$ cat src/rtl/wavetable_reader.sv
// wavetable_reader: phase accumulator that fetches table[idx] and table[idx+1] for lerp.
// Define WAVETABLE_READER_OVERRUN_EN to add a sticky overrun flag for dropped requests.
module wavetable_reader #(
    parameter int SAMPLE_BITS = 16,
    parameter int TABLE_BITS  = 8,
    parameter int FRAC_BITS   = 8,
    parameter int ACC_BITS    = 32
) (
    input  logic                   clk,
    input  logic                   reset_n,
    input  logic [ACC_BITS-1:0]    increment,
    input  logic                   phase_reset,
    input  logic                   sample_req,
    output logic                   rd_en,
    output logic [TABLE_BITS-1:0]  rd_addr,
    input  logic [SAMPLE_BITS-1:0] rd_data,
    output logic [SAMPLE_BITS-1:0] a,
    output logic [SAMPLE_BITS-1:0] b,
    output logic [FRAC_BITS-1:0]   ratio,
    output logic                   valid,
    output logic                   busy
`ifdef WAVETABLE_READER_OVERRUN_EN
    ,
    output logic                   overrun
`endif
);
    generate
        if (ACC_BITS < TABLE_BITS + FRAC_BITS) begin : g_bad_acc
            $error("wavetable_reader: ACC_BITS must be >= TABLE_BITS+FRAC_BITS");
        end
    endgenerate

    typedef enum logic [1:0] {IDLE, FETCH_A, FETCH_B, CAPTURE_B} state_t;

    state_t                 state;
    logic [ACC_BITS-1:0]    acc;
    logic [TABLE_BITS-1:0]  idx_l;
    logic [FRAC_BITS-1:0]   frac_l;
    logic [SAMPLE_BITS-1:0] a_tmp;
    logic [ACC_BITS-1:0]    base;

    // A phase reset coinciding with an accept makes the fetch use phase 0.
    assign base = phase_reset ? '0 : acc;

    always_ff @(posedge clk or negedge reset_n) begin
        if (!reset_n) begin
            state   <= IDLE;
            acc     <= '0;
            idx_l   <= '0;
            frac_l  <= '0;
            a_tmp   <= '0;
            rd_en   <= 1'b0;
            rd_addr <= '0;
            a       <= '0;
            b       <= '0;
            ratio   <= '0;
            valid   <= 1'b0;
            busy    <= 1'b0;
        end else begin
            valid <= 1'b0;
            if (phase_reset) acc <= '0;
            case (state)
                IDLE: if (sample_req) begin
                    idx_l   <= base[ACC_BITS-1 -: TABLE_BITS];
                    frac_l  <= base[ACC_BITS-TABLE_BITS-1 -: FRAC_BITS];
                    acc     <= base + increment;
                    rd_en   <= 1'b1;
                    rd_addr <= base[ACC_BITS-1 -: TABLE_BITS];
                    busy    <= 1'b1;
                    state   <= FETCH_A;
                end
                FETCH_A: begin
                    rd_addr <= idx_l + 1'b1;
                    state   <= FETCH_B;
                end
                FETCH_B: begin
                    a_tmp <= rd_data;
                    rd_en <= 1'b0;
                    state <= CAPTURE_B;
                end
                default: begin
                    a     <= a_tmp;
                    b     <= rd_data;
                    ratio <= frac_l;
                    valid <= 1'b1;
                    busy  <= 1'b0;
                    state <= IDLE;
                end
            endcase
        end
    end

`ifdef WAVETABLE_READER_OVERRUN_EN
    always_ff @(posedge clk or negedge reset_n) begin
        if (!reset_n) overrun <= 1'b0;
        else if (sample_req && state != IDLE) overrun <= 1'b1;
    end
`endif
endmodule

$ cat config.mk
export PLATFORM = sky130hd
export DESIGN_NAME = wavetable_reader
export DESIGN_NICKNAME = d
export VERILOG_FILES = /design/src/rtl/wavetable_reader.sv
export SDC_FILE = /design/constraint.sdc
export NUM_CORES = 1
export LEC_CHECK = 0
export BUFFER_PORTS_ARGS = -buffer_cell sky130_fd_sc_hd__buf_2
export CAP_MARGIN = 20
export CORE_MARGIN = 8
export CORE_UTILIZATION = 56
export DETAILED_ROUTE_END_ITERATION = 7
export PLACE_DENSITY = 0.79
export SYNTH_ARGS = -nofsm -noshare
export SYNTH_HDL_FRONTEND = slang
export SYNTH_SLANG_ARGS = --single-unit
$ cat constraint.sdc
create_clock -name clk -period 3.05 [get_ports clk]
set_input_delay 0.7625 -clock clk [delete_from_list [all_inputs] [get_ports clk]]
set_output_delay 0.7625 -clock clk [all_outputs]
set_load 0.05 [all_outputs]
=== Word-level counts from Yosys, hierarchy flattened ===
Index checks and enable logic that the tools add are counted.

* Word-level logic and storage cells: 38
* Output and inout port bits: 51
* Bits of input ports: 52
* Flip-flop bits (word level): 117

* Equal/unequal tests: 3
* Reductions and logical operators: 9
* Bitwise logic cells: 1
* Add/subtract/negate cells: 2
* Mux-type cells: 11

{| class="wikitable"
|+ Operator list
! operator !! count
|-
| two-way mux 32 bit || 3
|-
| adder 32 bit || 1
|-
| case mux 8 bit (2 select lines) || 1
|-
| adder 8 x 1 -> 8 bit, second input constant || 1
|-
| two-way mux 8 bit || 1
|-
| AND reduction 2 bit || 4
|-
| case mux 2 bit (3 select lines) || 1
|-
| case mux 1 bit (2 select lines) || 2
|-
| nonzero test 2 bit || 2
|-
| OR reduction 3 bit || 1
|-
| equality test 2 x 1 -> 1 bit, second input constant || 1
|-
| equality test 2 bit, second input constant || 1
|-
| zero test 2 bit || 1
|-
| two-way mux 1 bit || 2
|-
| two-way mux 2 bit || 1
|-
| inequality test 2 bit, second input constant || 1
|-
| OR reduction 2 bit || 1
|-
| NOT 1 bit || 1
|}

=== Depth between registers and ports, before layout ===
Gate-level depths: netlist (run 1).

* Word-level depth: 4
* Gate-level depth with buffers: 11

=== Least setup slack after synthesis (run 1) ===
No wires, ideal clock.

* Path kind: input -> register
* From: input phase_reset
* To: register acc[26]
* Setup slack: -0.127 ns
* Stages on the path: 11
* Data arrival time: 3.045 ns
* Cells stage by stage: clkbuf_1 nor2b_1 ha_1 fa_1 a21o_1 a31o_1 a2111oi_2 o31ai_1 a21boi_1 xor2_1 o21ai_1

* Word-level cells in the longest chain between the ends: 4

{| class="wikitable"
|+ Ends and longest elaborated chain
! what !! RTL line !! source
|-
| start: declaration || 12 || <nowiki>input logic phase_reset,</nowiki>
|-
| two-way mux 32 bit * || 43, 61 ||
|-
| adder 32 bit || 66 || <nowiki>acc <= base + increment;</nowiki>
|-
| two-way mux 32 bit || 63 || <nowiki>IDLE: if (sample_req) begin</nowiki>
|-
| two-way mux 32 bit * || 62 || <nowiki>case (state)</nowiki>
|-
| end signal: assignment || 66 ||
|-
| end: declaration || 36 || <nowiki>logic [ACC_BITS-1:0] acc;</nowiki>
|}

Every way passes the cells marked *; elsewhere a longest branch is shown, timed or not.
A chain may end at the register's enable or synchronous reset.

=== Worst setup path in the final report (run 1) ===
* From: input phase_reset
* To: register acc[28]

Same word-level chain as after synthesis.

==> out/results.txt, run 1 <==
status = finished clean
ANT nets after route = 0
# IOs = 103
share of cells above drive strength 1 = 35.06%
first-pass GRT wire length = 29810 um
Final Total Pwr = 8808 uW
DR vias = 5798
top cell type by total area after synthesis = dfrtp_1
number of antenna violations at the first check in global routing = 1
die height = 125.2 um
GRT overflow = 0
Cells after Synth = 681
Initial Utilization = 56.58%
# setup viols final = 0
register area share after synthesis = 43.81%
syn_area_per_cell = 9.813 um^2
Routed WL per cell = 17.38 um
final cycle utilization of the critical path = 93.35%
post-synth top area share = 43.81%
Syn Nets = 770
min Tclk post-route = 2847 ps
Placer Congestion = 0.8982
RSZ-0062 raised after global routing = no
worst hold margin = 352.2 ps
Switching Fraction = 41.89%
Yosys cell types = 66
Worst Setup Start Kind = input port
largest net degree at the start of global routing = 47
r2r endpoint = acc[28]$_DFF_PN0_
fmax = 0.3512 GHz
internal cell power = 5118 uW
reg2reg start = acc[0]$_DFF_PN0_
Yosys Warn Count = 0
Worst Tran Pin Value = 960.1 ps
PortBufs = 102
Final nets = 946
H-Tree Depth = 4
drc violations = 0
Crit Path Category = in2reg
met2 Use GR = 40.33%
CTS clk-pin slew, worst paths = 60 ps
Setup crit start = phase_reset
DIE WIDTH = 125.2 um
Max Cap Viol = 0
leakage power total = 0.004237 uW
CTS tree = done
Pre-antenna DRT Iters = 5
R2R Setup Slk = 280 ps
combinational share of power = 47.4%
power per cell area = 1027 nW/um^2
Fin. Hold Viols = 0
CP Max Fanout = 5
CORE AREA = 11810 um^2
Root Driver = clkbuf_16
GRT Total Usage = 23.18%
Clock Latency Late Sink = 420 ps
Iteration-0 DRC Markers = 347
total CTS buffers = 17
post-DR vias/cell = 5.695
Clk pwr share = 23.7%
async set or reset register ratio after synthesis = 100.0%
met3 Use GR = 5.822%
top post-synthesis cells by area = dfrtp_1 44%, mux2_2 10%, nand2_1 7.0%
GR Util met1 = 26.92%
crit end category = register
Post-synth EDFFs = 0
FILL cells = 799
clk_skew = 7.754 ps
Slew Limit Fails = 0
register bit total from synthesis = 117
Reg power frac = 28.9%
Die Footprint = 15690 um^2
Final HPWL DP = 13160 um
Rel. slew slack = 35.99%
peak supply drop = 0.3497 mV
vias in the first global route = 6143
Worst EP arrival = 3150 ps
FP Rows = 40
synth-to-layout area growth = 28.33%
Post-CTS Setup Inserts = 0
clock sink total = 117
Netlist Area Pre-Place = 6683 um^2
Switch Pwr = 3690 uW
Hold Path Class = in2async
Reg2Reg Depth = 11
Critical Path RT = 3350 ps
CTS max path bufs = 2
CP Capture Point = acc[28]$_DFF_PN0_
Synth Flop Type = dfrtp_1
gr busiest metal = met2
DRT Wirelength = 17690 um
-- registers in the layout, indices dropped and copies added, names as in the netlist --
name     count
frac_l       8
ratio        8
rd_en        1
state        2
busy         1
b           16
acc         32
valid        1
a_tmp       16
rd_addr      8
a           16
idx_l        8
-- cells by family (layout without fill, tap and decap cells) --
family	count (synthesis)	after routing	share of synthesized area, %
AOI/OAI and AO/OA	155	155	15.56
xor gates and xnor gates	29	29	3.801
adders and majority gates	37	37	7.040
buffers and inverters	52	241	3.145
DFF	117	117	43.81
muxes	64	64	10.73
other	0	1	0
and+or+nand+nor	227	227	15.91
-- worst max-delay path, stage by stage --
cell	delay (ps)
buf_2	140
nor2b_1	80
ha_1	210
fa_1	400
a21o_1	230
a31o_1	300
nand4_1	140
a21o_1	190
buf_4	140
a21oi_2	70
o21a_1	200
o31ai_1	280
-- worst min-delay path by stage --
stage	from	endpoint
finish	reset_n	rd_addr[5]$_DFFE_PN0P_
detailed placement	rd_addr[1]$_DFFE_PN0P_	rd_addr[1]$_DFFE_PN0P_
global placement	frac_l[5]$_DFFE_PN0P_	frac_l[5]$_DFFE_PN0P_
global route	reset_n	rd_addr[6]$_DFFE_PN0P_
floorplan	frac_l[0]$_DFFE_PN0P_	frac_l[0]$_DFFE_PN0P_
CTS	reset_n	rd_addr[6]$_DFFE_PN0P_
-- cells in the mapped netlist, types with 4 or more instances --
library cell  count
xor2_1           10
nor2b_1          30
nand4_1           9
a21o_1           10
a31oi_1           5
mux2_2           61
dfrtp_1         117
buf_1             5
o21a_1            5
ha_1             36
nand2b_1          8
o31ai_1           4
nor3_1            7
nor2_1           15
inv_1            16
o21bai_1          6
nand3_1          14
clkbuf_1         23
o21ai_1          11
o211ai_1          5
and3_1            6
xnor2_1          19
nand2_1         124
o21ai_0          38
buf_2             5
a21oi_1          36
-- placed cells by master, fill, tap and decap left out, drive strengths merged, types with 3 or more instances in the layout --
cell type / n
nand4: 9
xnor2: 19
mux2: 61
o21ai: 50
o31ai: 5
o21a: 5
clkbuf: 19
nor2b: 30
a21o: 11
xor2: 10
clkinv: 6
ha: 36
nand2: 125
o211ai: 5
nand3: 14
bufinv: 3
a211oi: 4
inv: 20
nand2b: 8
o21bai: 6
buf: 192
nor2: 15
a31oi: 6
a221oi: 3
a21oi: 38
mux2i: 3
dfrtp: 117
and4: 3
nor3: 8
and3: 6
a31o: 4
-- area by class of cell --
| cell class | instances | area (um^2) | share of cell area, % |
|---|---|---|---|
| diodes | 1 | 2.502 | 0.02918 |
| clock buffers | 19 | 452.9 | 5.282 |
| clock inverters | 13 | 171.4 | 1.999 |
| inverters | 17 | 63.81 | 0.7441 |
| multi-input cells | 512 | 3568 | 41.61 |
| flip-flops and latches | 117 | 2928 | 34.14 |
| well taps | 147 | 183.9 | 2.145 |
| repair buffers | 192 | 1205 | 14.05 |
-- routing by layer --
layer	vias to the layer above	wire length [um]
li1	2761	-
met1	2810	7445
met2	191	8877
met3	36	1011
met4	0	354
met5	-	0
-- power by group through the flow --
stage          logic [uW]  clock network, uW  registers (uW)
6_report             4180               2080            2550
5_1_grt              4490               2170            2630
4_1_cts              4190               2110            2550
3_5_place_dp         4140                  0            2560
3_3_place_gp         4010                  0            2500
2_1_floorplan        1930                  0            3550
-- per-stage QoR --
step	util (%)	setup slack (ps)	setup TNS, ps	std cells	instance area, um^2
floorplan	-	-9.570	-9.570	681	6684
global placement	67.11	-173.1	-831.9	985	7926
detailed placement	67.11	-288.1	-2544	985	7926
CTS	72.39	125.2	0	1017	8551
global route	72.61	0.3295	0	1018	8576
finish	72.61	202.9	0	1018	8576
-- timing repair --
action,CTS,global route
setup endpoints to repair,0,3
gates resized for setup,0,4
hold buffers,0,0
Power figures use the tool's default switching activity.
==> run 2: changes to the inputs <==
==> constraint.sdc (replaced) <==
create_clock -name clk -period 3.5 [get_ports clk]
set_input_delay 0.875 -clock clk [delete_from_list [all_inputs] [get_ports clk]]
set_output_delay 0.875 -clock clk [all_outputs]
set_load 0.05 [all_outputs]
==> out/results.txt, run 2 (synthesized netlist as in run 1, its figures left out) <==
Hold Path Class = in2async
combinational share of power = 45.8%
Final nets = 874
max FFs per register = 32
CORE AREA = 11810 um^2
Rel. slew slack = 36.84%
DRT Wirelength = 16660 um
Final TNS setup = 0 ps
post-DR vias/cell = 5.691
Setup WS post-layout = 445.2 ps
most flop-heavy register = acc
FP Rows = 40
Post-CTS Setup Inserts = 0
# IOs = 103
DIE WIDTH = 125.2 um
Worst Setup Start Kind = input port
H-Tree Depth = 4
share of cells above drive strength 1 = 28.95%
peak supply drop = 0.3459 mV
Root Driver = clkbuf_16
Initial Utilization = 56.58%
clk_skew = 9.302 ps
Clk pwr share = 24.4%
drc violations = 0
die height = 125.2 um
PortBufs = 102
Reg2Reg Depth = 10
Final HPWL DP = 11990 um
CP Max Fanout = 8
crit-path cells = buf_2 -> nor2b_1 -> ha_1 -> fa_1 -> a21o_1 -> a31o_1 -> a2111oi_2 -> o31ai_1 -> a21boi_1 -> xor2_1 -> o21ai_1
Worst EP arrival = 3360 ps
CTS max path bufs = 2
vias in the first global route = 5564
Max Cap Viol = 0
fmax = 0.3274 GHz
Crit path buffers/inverters = 1
CP max-delay cell = fa_1
Reg power frac = 29.9%
CTS tree = done
clock sink total = 117
leakage power total = 0.003881 uW
GRT overflow = 0
reg2reg start = acc[0]$_DFF_PN0_
DR vias = 5378
Switch Pwr = 3181 uW
Largest stage delay, worst path = 410 ps
r2r endpoint = acc[26]$_DFF_PN0_
commonest non-fill, non-tap cell in the layout = nand2_1
status = finished clean
Crit Path Category = in2reg
post-CTS sizing = 0
Placer Congestion = 0.8991
synth-to-layout area growth = 19.94%
largest net degree at the start of global routing = 83
internal cell power = 4250 uW
crit end category = register
power per cell area = 927.1 nW/um^2
Die Footprint = 15690 um^2
ANT nets after route = 0
worst slack at placement = 53.19 ps
Slew Limit Fails = 0
CTS clk-pin slew, worst paths = 60 ps
final cycle utilization of the critical path = 87.28%
RSZ-0062 raised after global routing = no
Routed WL per cell = 17.63 um
Top Family by Delay on Critical Path = compound AO/OA/AOI/OAI gates
FILL cells = 909
# setup viols final = 0
Worst Tran Pin Value = 947.4 ps
Fin. Hold Viols = 0
Pre-antenna DRT Iters = 5
hold_buf cts = 0
first-pass GRT wire length = 27610 um
Switching Fraction = 42.81%
number of antenna violations at the first check in global routing = 0
most frequent cells in the layout = 123 x nand2_1, 117 x dfrtp_1, 101 x buf_2
R2R Setup Slk = 690 ps
n_diodes = 0
GRT Total Usage = 21.61%
Clock Latency Late Sink = 420 ps
Final Total Pwr = 7431 uW
Iteration-0 DRC Markers = 518
Critical Path RT = 3800 ps
total CTS buffers = 17
min Tclk post-route = 3055 ps
-- run 2: cell types whose count changed in the layout (fill, tap and decap cells not counted), moves of 2 or more --
cell	delta
buf_4	-72
inv_6	+4
clkbuf_8	-2
clkinv_4	-2
-- run 2: worst reg2reg max path: cells and delay by family (launching register included) --
| kind | cells | cell delay (ps) |
|---|---|---|
| compound gates | 6 | 1380 |
| xor+xnor | 1 | 170 |
| fa+ha+maj | 2 | 640 |
| flops | 1 | 370 |
| simple gates | 1 | 140 |
-- run 2: through the flow --
stage / hold WS [ps] / util, % / cell area (um^2) / std cells
floorplan: 440.3 / - / 6683 / 681
global placement: 455.5 / 62.64 / 7398 / 913
detailed placement: 461.1 / 62.64 / 7398 / 913
CTS: 426.6 / 67.86 / 8015 / 945
global route: 448.0 / 67.86 / 8015 / 945
finish: 419.9 / 67.86 / 8015 / 945
-- run 2: area by class of cell --
class                   count  area [um^2]  area share, %
clock buffers              17        425.4          5.308
clock inverters            15        191.4          2.388
inverters                  17        63.81         0.7961
multi-input cells         512         3550          44.29
flip-flops and latches    117         2928          36.53
well taps                 147        183.9          2.295
repair buffers            120        673.1          8.398
-- run 2: metal layers --
metal / global-route usage, % / vias up / share of wire [%]
li1: - / 2605 / -
met1: 25.32 / 2588 / 44
met2: 36.78 / 162 / 49
met3: 6.970 / 23 / 6.1
met4: 7.020 / 0 / 1.4
met5: 0 / - / 0
-- run 2: worst max path at each step --
stage	from	endpoint	slack, ps	cells after the start
after global routing	phase_reset	acc[26]$_DFF_PN0_	260	11
after floorplan	phase_reset	acc[26]$_DFF_PN0_	210	11
after global placement	phase_reset	acc[31]$_DFF_PN0_	90	12
final	phase_reset	acc[26]$_DFF_PN0_	450	11
after CTS	phase_reset	acc[31]$_DFF_PN0_	490	12
after detailed placement	phase_reset	acc[31]$_DFF_PN0_	50	12
-- run 2: power by group through the flow --
stage | sequential, uW | combinational (uW) | clock, uW
3_5_place_dp | 2230 | 3370 | 0
5_1_grt | 2290 | 3650 | 1900
4_1_cts | 2220 | 3420 | 1830
6_report | 2220 | 3400 | 1810
2_1_floorplan | 3100 | 1680 | 0
3_3_place_gp | 2180 | 3290 | 0
==> run 3: changes to the inputs <==
--- a/config.mk
+++ b/config.mk
@@ -5,12 +5,13 @@
 export SDC_FILE = /design/constraint.sdc
 export NUM_CORES = 1
 export LEC_CHECK = 0
+export ABC_AREA = 1
 export BUFFER_PORTS_ARGS = -buffer_cell sky130_fd_sc_hd__buf_2
 export CAP_MARGIN = 20
 export CORE_MARGIN = 8
 export CORE_UTILIZATION = 56
 export DETAILED_ROUTE_END_ITERATION = 7
-export PLACE_DENSITY = 0.79
+export PLACE_DENSITY = 0.78
 export SYNTH_ARGS = -nofsm -noshare
 export SYNTH_HDL_FRONTEND = slang
 export SYNTH_SLANG_ARGS = --single-unit
==> out/results.txt, run 3 <==
top post-synthesis cells by area = dfrtp_1 41%, nand2_1 17%, inv_1 10%
FP Rows = 41
hold_buf cts = 0
Yosys cell types = 33
clock sink total = 117
Cells after Synth = 1022
first-pass GRT wire length = 29880 um
synth-to-layout area growth = 17.76%
Routed WL per cell = 13.78 um
min Tclk post-route = 2685 ps
RSZ-0062 raised after global routing = no
XOR/XNOR Fraction of Synth Area = 1.461%
total CTS buffers = 17
top cell type by total area after synthesis = dfrtp_1
H-Tree Depth = 4
peak supply drop = 0.3867 mV
vias in the first global route = 6234
largest net degree at the start of global routing = 51
post-DR vias/cell = 4.976
status = finished clean
Post-synth EDFFs = 0
Slew Limit Fails = 0
final cycle utilization of the critical path = 76.70%
CORE AREA = 12570 um^2
CTS max path bufs = 2
Finished Layout Cells = 1313
Fin. Hold Viols = 0
GRT overflow = 0
placed cells = 1281
CTS tree = done
Pre-antenna DRT Iters = 6
Worst Setup Start Kind = input port
Final TNS setup = 0 ps
Crit Path Category = in2reg
commonest cells in the netlist = 329 x nand2_1, 200 x inv_1, 117 x dfrtp_1
Synth Area in Adders = 6.540%
Worst Tran Pin Value = 1034 ps
most frequent cells in the layout = 329 x nand2_1, 200 x inv_1, 117 x dfrtp_1
Synth Area in Simple Gates = 28.02%
end-of-flow core utilization = 67.40%
ANT nets after route = 0
Root Driver = clkbuf_16
Final HPWL DP = 13630 um
Synth Flop Type = dfrtp_1
register area share after synthesis = 40.70%
multiplexer share of the synthesized area = 2.974%
Clock Latency Late Sink = 420 ps
# IOs = 103
crit end category = register
n_diodes = 0
Initial Utilization = 57.23%
Final nets = 1217
Yosys Warn Count = 0
most flop-heavy register = acc
commonest non-fill, non-tap cell in the layout = nand2_1
Iteration-0 DRC Markers = 499
drc violations = 0
die height = 129.3 um
post-synth top area share = 40.70%
CTS clk-pin slew, worst paths = 50 ps
power per cell area = 883.3 nW/um^2
Die Footprint = 16730 um^2
# setup viols final = 0
fmax = 0.3725 GHz
Synth Area in Compound Gates = 8.349%
async set or reset register ratio after synthesis = 100.0%
post-CTS sizing = 0
Hold Path Class = in2async
Netlist Area Pre-Place = 7193 um^2
most common cell in the netlist = nand2_1
Syn Nets = 1111
max FFs per register = 32
Rel. slew slack = 31.05%
register bit total from synthesis = 117
main combinational cell family by area after synthesis = simple AND/OR/NAND/NOR gates
Max Cap Viol = 0
CP Max Fanout = 21
Placer Congestion = 0.9609
Critical Path RT = 3800 ps
leakage power total = 0.004945 uW
DR vias = 6534
DRT Wirelength = 18090 um
clk_skew = 13.26 ps
number of antenna violations at the first check in global routing = 0
Post-CTS Setup Inserts = 0
GRT Total Usage = 22.69%
syn_area_per_cell = 7.038 um^2
DIE WIDTH = 129.3 um
PortBufs = 102
Worst EP arrival = 2980 ps
share of cells above drive strength 1 = 15.16%
[run 3: path summary, 6_finish.rpt]
| kind | cells after the start | endpoint | start | slack (ps) |
|---|---|---|---|---|
| min in group clk | 2 | rd_addr[1]$_DFFE_PN0P_ | rd_addr[1]$_DFFE_PN0P_ | 480 |
| max in group asynchronous | 2 | idx_l[0]$_DFFE_PN0P_ | reset_n | 2300 |
| worst min register to register | 2 | rd_addr[1]$_DFFE_PN0P_ | rd_addr[1]$_DFFE_PN0P_ | 480 |
| worst max register to register | 12 | acc[28]$_DFF_PN0_ | acc[0]$_DFF_PN0_ | 1220 |
| worst max-delay path | 14 | acc[28]$_DFF_PN0_ | phase_reset | 820 |
| worst min-delay path | 1 | acc[5]$_DFF_PN0_ | reset_n | 470 |
[run 3: where the power goes]
group,switching (uW),internal [uW]
logic,2580,996
clock network,630,1060
registers,248,1960
total,3460,4020
[run 3: worst max-delay path, cell delays in order]
cell,delay (ps)
buf_2,150
inv_1,60
buf_4,270
nand2_1,180
inv_1,90
ha_1,290
nand2_1,150
inv_1,50
a21oi_1,230
nand2_1,110
a21oi_1,230
nand3_1,100
nand3_1,110
nand2_1,60
[run 3: cells by family after synthesis]
logic type | Yosys count
AND/OR/NAND/NOR | 497
buffers and inverters | 225
flip-flops | 117
AO/OA/AOI/OAI | 115
adder cells (fa/ha/maj) | 37
multiplexers | 19
XOR/XNOR | 12
[run 3: final cells by class]
type	count	area, um^2
multi-input combinational	680	3408
fill	1095	4098
clock buffer	20	446.7
inverter	202	758.2
clock inverter	12	128.9
sequential	117	2928
tap	172	215.2
timing repair buffer	110	585.6
[run 3: per-stage QoR]
step	setup slack (ps)	total power (uW)	hold slack [ps]	cell area [um^2]
finish	815.5	7482	473.7	8471
global placement	428.1	5709	459.5	7895
global route	610.0	8008	511.3	8471
detailed placement	404.2	5777	469.9	7895
CTS	836.0	7516	482.6	8471
floorplan	803.7	4931	447.6	7193
[run 3: metal layers]
metal	track usage [%]	vias up	routed length, um
met1	29.33	2980	8220
met5	0	-	0
met2	37.07	174	8615
li1	-	3352	-
met4	6.704	0	272
met3	5.300	28	980
